## src/rtl/sap_control_sequencer.sv

```systemverilog
// SAP-1 style control sequencer: fetch/decode/execute with T1..T6 ring counter, PC, IR and flags.
// Optional SAP_EARLY_END_EN: ring counter restarts right after an instruction's last active T-state.
module sap_control_sequencer #(
   parameter int         PC_WIDTH   = 4,
   parameter logic [3:0] HLT_OPCODE = 4'hF
) (
   input  logic                clk,
   input  logic                rst_n,
   input  logic                run,
   input  logic [7:0]          bus_in,
   input  logic                cf,
   input  logic                zf,
   output logic [PC_WIDTH-1:0] pc,
   output logic [PC_WIDTH-1:0] operand,
   output logic                ep,
   output logic                cp,
   output logic                ei,
   output logic                jp,
   output logic                ea,
   output logic                eb,
   output logic                eu,
   output logic                sub,
   output logic                nlm,
   output logic                nce,
   output logic                nli,
   output logic                nla,
   output logic                nlb,
   output logic                nlo,
   output logic [5:0]          tstate,
   output logic                halted
);

   typedef enum logic [1:0] {S_IDLE, S_RUN, S_HALT} state_t;

   state_t              r_state;
   logic [5:0]          r_t;
   logic [PC_WIDTH-1:0] r_pc;
   logic [7:0]          r_ir;
   logic                r_cf;
   logic                r_zf;

   logic [3:0] w_op;
   logic       w_hlt, w_lda, w_add, w_sub, w_out, w_jmp, w_jc, w_jz;
   logic       w_alu, w_jump, w_last;

   assign w_op  = r_ir[7:4];
   // HLT decode has priority so a remapped HLT_OPCODE never also executes as another op.
   assign w_hlt = (w_op == HLT_OPCODE);
   assign w_lda = (w_op == 4'h0) && !w_hlt;
   assign w_add = (w_op == 4'h1) && !w_hlt;
   assign w_sub = (w_op == 4'h2) && !w_hlt;
   assign w_out = (w_op == 4'h3) && !w_hlt;
   assign w_jmp = (w_op == 4'h4) && !w_hlt;
   assign w_jc  = (w_op == 4'h5) && !w_hlt;
   assign w_jz  = (w_op == 4'h6) && !w_hlt;
   assign w_alu = w_add | w_sub;

   assign w_jump = r_t[3] & (w_jmp | (w_jc & r_cf) | (w_jz & r_zf));

`ifdef SAP_EARLY_END_EN
   assign w_last = r_t[5] | (r_t[4] & w_lda) | (r_t[3] & ~w_lda & ~w_alu);
`else
   assign w_last = r_t[5];
`endif

   always_ff @(posedge clk or negedge rst_n) begin
      if (!rst_n) begin
         r_state <= S_IDLE;
         r_t     <= 6'b0;
         r_pc    <= '0;
         r_ir    <= 8'h00;
         r_cf    <= 1'b0;
         r_zf    <= 1'b0;
      end else begin
         case (r_state)
            S_IDLE: begin
               if (run) begin
                  r_state <= S_RUN;
                  r_t     <= 6'b000001;
               end
            end
            S_RUN: begin
               if (r_t[1]) r_pc <= r_pc + 1'b1;
               if (r_t[2]) r_ir <= bus_in;
               if (w_jump) r_pc <= bus_in[PC_WIDTH-1:0];
               if (r_t[5] & w_alu) begin
                  r_cf <= cf;
                  r_zf <= zf;
               end
               // run is only honoured at an instruction boundary.
               if (r_t[3] & w_hlt) begin
                  r_state <= S_HALT;
                  r_t     <= 6'b0;
               end else if (w_last) begin
                  if (run) begin
                     r_t <= 6'b000001;
                  end else begin
                     r_state <= S_IDLE;
                     r_t     <= 6'b0;
                  end
               end else begin
                  r_t <= {r_t[4:0], 1'b0};
               end
            end
            S_HALT: begin
               r_t <= 6'b0;
            end
            default: begin
               r_state <= S_IDLE;
               r_t     <= 6'b0;
            end
         endcase
      end
   end

   assign pc      = r_pc;
   assign operand = r_ir[PC_WIDTH-1:0];
   assign tstate  = r_t;
   assign halted  = (r_state == S_HALT);

   assign ep  = r_t[0];
   assign cp  = r_t[1];
   assign ei  = (r_t[3] & (w_lda | w_alu)) | w_jump;
   assign jp  = w_jump;
   assign ea  = r_t[3] & w_out;
   assign eb  = 1'b0;
   assign eu  = r_t[5] & w_alu;
   assign sub = (r_t[4] | r_t[5]) & w_sub;
   assign nlm = ~(r_t[0] | (r_t[3] & (w_lda | w_alu)));
   assign nce = ~(r_t[2] | (r_t[4] & (w_lda | w_alu)));
   assign nli = ~r_t[2];
   assign nla = ~((r_t[4] & w_lda) | (r_t[5] & w_alu));
   assign nlb = ~(r_t[4] & w_alu);
   assign nlo = ~(r_t[3] & w_out);

endmodule

```

## config.mk

```make
export PLATFORM = sky130hd
export DESIGN_NAME = sap_control_sequencer
export DESIGN_NICKNAME = d
export VERILOG_FILES = /design/src/rtl/sap_control_sequencer.sv
export SDC_FILE = /design/constraint.sdc
export NUM_CORES = 1
export LEC_CHECK = 0
export CAP_MARGIN = 10
export CORE_MARGIN = 2
export CORE_UTILIZATION = 37
export CTS_BUF_LIST = sky130_fd_sc_hd__clkbuf_2 sky130_fd_sc_hd__clkbuf_4 sky130_fd_sc_hd__clkbuf_8
export DETAILED_ROUTE_END_ITERATION = 8
export GPL_ROUTABILITY_DRIVEN = 1
export PLACE_DENSITY = 0.73
export SYNTH_ARGS = -nofsm -noshare
export SYNTH_HDL_FRONTEND = slang
export SYNTH_SLANG_ARGS = --single-unit
```

## constraint.sdc

```tcl
create_clock -name clk -period 2 [get_ports clk]
set_clock_uncertainty 0.15 [all_clocks]
set_input_delay 0.4 -clock clk [delete_from_list [all_inputs] [get_ports clk]]
set_output_delay 0.4 -clock clk [all_outputs]
set_load 0.02 [all_outputs]
```

==> impl_metrics.py <==
metrics = {
    "global_route": {
        "first_global_vias": 1123,
        "antenna_found_initial": 0,
        "grt_pass1_wl_um": 5209,
        "grt_max_degree": 23,
        "grt_util_all_layers_pct": 16.74,
        "grt-ovfl-total": 0,
    },
    "yosys": {
        "synth_nets": 136,
        "synth_top_cell_area_share_pct": 43.74,
        "synth-edff-count": 0,
        "ys_seq_area_share_pct": 43.74,
        "yosys.area.top_type": "dfrtp_1",
        "ys_types": 41,
        "synth_most_common_cell": "dfrtp_1",
        "async_flop_share_pct": 100.0,
        "ys_top_cells_by_area": "dfrtp_1, mux2_1, buf_4, a22o_1, nand2_1",
        "synth_area_mm2": 0.001259,
        "syn_inst": 122,
        "ys_warn_count": 0,
        "synth_commonest_cells": "dfrtp_1, nand2_1, buf_4, nor2_1, mux2_1",
        "synth_seq_cells": 22,
        "ys.flop_type": "dfrtp_1",
        "syn_avg_cell_area_um2": 10.32,
    },
    "layout": {
        "fin_cells": 217,
        "drive_gt1_share_pct": 30.99,
        "antenna_cells": 0,
        "multi_input_area_um2": 636.9,
        "regArea_um2": 555.5,
        "nets": 186,
        "fin_area_mm2": 0.001828,
        "area_growth_pct": 45.23,
        "fillers": 300,
        "post-route-util_pct": 55.22,
    },
    "detailed_routing": {
        "routedWlPerCell_um": 14.12,
        "route.detailed.drc": 0,
        "drtIter0Drc": 97,
        "drtAntennaViolNets": 0,
        "viasPerCell": 5.129,
        "dr.pass1.iters": 4,
        "wl_um": 3063,
        "via_count": 1113,
    },
    "setup_path": {
        "arrival_ns": 1.46,
        "endpoint_kind": "output port",
        "critical_path_required_ns": 1.45,
        "critPathLaunchType": "register",
        "path_max_fanout": 5,
        "critPathKind": "register to output port",
    },
    "status": {
        "status": "finished with violations",
        "violations": "setup timing",
    },
    "die": {
        "die_height_um": 62.33,
        "core_area_mm2": 0.003311,
        "ios": 42,
        "die_area_mm2": 0.003884,
        "initial_utilization_pct": 38.02,
        "die_w_um": 62.33,
        "fp-row-count": 21,
    },
    "clock_tree": {
        "cts-buffers-inserted": 3,
        "clock_path_buffers": 2,
        "clock_latency_ns": 0.32,
        "clkTransAtPathRegs_ns": 0.13,
        "cts_tree": "built",
        "cts_hold_buf": 0,
        "htreeDepth": 1,
        "clock_sinks": 22,
        "clock-root-buffer": "clkbuf_4",
    },
    "sta": {
        "tightest_slew_ns": 0.5065,
        "holdWs_ns": 0.2725,
        "relSlewSlack_pct": 65.97,
        "period_share_pct": 100.4,
        "fin_crit_ns": 2.009,
        "finalSetupTns_ns": -0.008598,
        "fmax_mhz": 497.9,
        "finalSetupViolCount": 1,
        "fin_ws_ns": -0.008598,
        "slew_violations": 0,
        "finalHoldViolCount": 0,
        "rsz0062_at_grt": "true",
    },
    "placement": {
        "place_area_mm2": 0.001753,
        "portBuffers": 40,
        "numPlacedInstances": 212,
        "dp_hpwl_um": 2368,
        "gp_congestion": 0.8619,
    },
    "power": {
        "p_per_area_mw_per_mm2": 1468,
        "p_leak_nw": 0.8461,
        "ir_drop_uv": 357.6,
    },
    "worst_hold_path": {
        "hold_path_class": "input pin to async pin",
    },
    "job": {
        "drv_cap": 0,
    },
}
[metal layers]
layer,up-vias,track usage [%],share of wire (%)
met5,-,0,0
met4,0,8.056,2.5
met3,8,2.899,4.0
met2,39,29.35,52
met1,538,19.86,41
li1,528,-,-
[what timing repair did]
item,CTS,global route
setup endpoints to repair,13,13
gates resized for setup,45,24
pin swaps,2,0
setup buffers,1,0
[registers in the layout, summed over array words and instances, names as in the netlist]
| signal | cells |
|---|---|
| pc | 4 |
| r_cf | 1 |
| r_ir | 8 |
| r_state | 2 |
| r_zf | 1 |
| tstate | 6 |
[path summary, 6_finish.rpt]
| kind | startpoint | to | slack, ns | cells after the start |
|---|---|---|---|---|
| hold / removal | rst_n | pc[3]$_DFFE_PN0P_ | 0.27 | 2 |
| setup / recovery | r_ir[4]$_DFFE_PN0P_ | nla | -0.009 | 5 |
| setup reg to reg | r_state[1]$_DFFE_PN0P_ | r_ir[4]$_DFFE_PN0P_ | 0.25 | 3 |
| hold reg to reg | r_ir[2]$_DFFE_PN0P_ | r_ir[2]$_DFFE_PN0P_ | 0.36 | 2 |
| min in group clk | r_ir[2]$_DFFE_PN0P_ | r_ir[2]$_DFFE_PN0P_ | 0.36 | 2 |
| max in group asynchronous | rst_n | r_ir[7]$_DFFE_PN0P_ | 1.17 | 2 |
[report_power, final]
part	switching, mW	internal (mW)	total [mW]
sequential	0.223	0.646	0.869
clock	0.141	0.111	0.252
combinational	0.763	0.800	1.56
total	1.13	1.56	2.68
[critical path, stage by stage, from the launching register on]
cell and delay [ns]:
dfrtp_2 0.46, buf_6 0.14, xor2_4 0.15, a22o_1 0.22
nand2_1 0.07, buf_6 0.12
[layout by cell type (no fill, tap or decap), types with 4 or more instances in the layout]
cell type / Yosys / final
buf_4: 8 / 22
dfrtp_1: 22 / 18
buf_2: 0 / 4
a22o_1: 5 / 5
nand2_1: 11 / 11
nor2_1: 8 / 7
a211oi_1: 5 / 5
dfrtp_2: 0 / 4
inv_1: 5 / 5
a21oi_1: 6 / 5
clkdlybuf4s50_1: 0 / 24
mux2_1: 7 / 7
[cell type report]
cell class                 instances  area share [%]
timing repair buffer              59           28.61
multi-input combinational         81           34.84
clock buffer                       4           1.985
tap                               46           3.149
sequential                        22           30.39
inverter                           5           1.027
[through the flow]
stage          setup slack, ns  total power [mW]
2_1_floorplan           0.1653             1.755
3_3_place_gp          -0.06223             2.286
3_5_place_dp           -0.1182             2.350
4_1_cts               -0.08828             2.625
5_1_grt               -0.08265             2.860
6_report             -0.008598             2.684
[cells by family after synthesis]
logic type               count (synthesis)  synth area share [%]
XOR/XNOR                                 1                0.6960
adder cells (fa/ha/maj)                  1                0.9939
AO/OA/AOI/OAI                           28                 17.79
AND/OR/NAND/NOR                         41                 17.99
buffers and inverters                   19                 9.841
multiplexers                             9                 8.649
other                                    1                0.2979
flip-flops                              22                 43.74
Note: power is estimated with default switching activity, not from simulation.
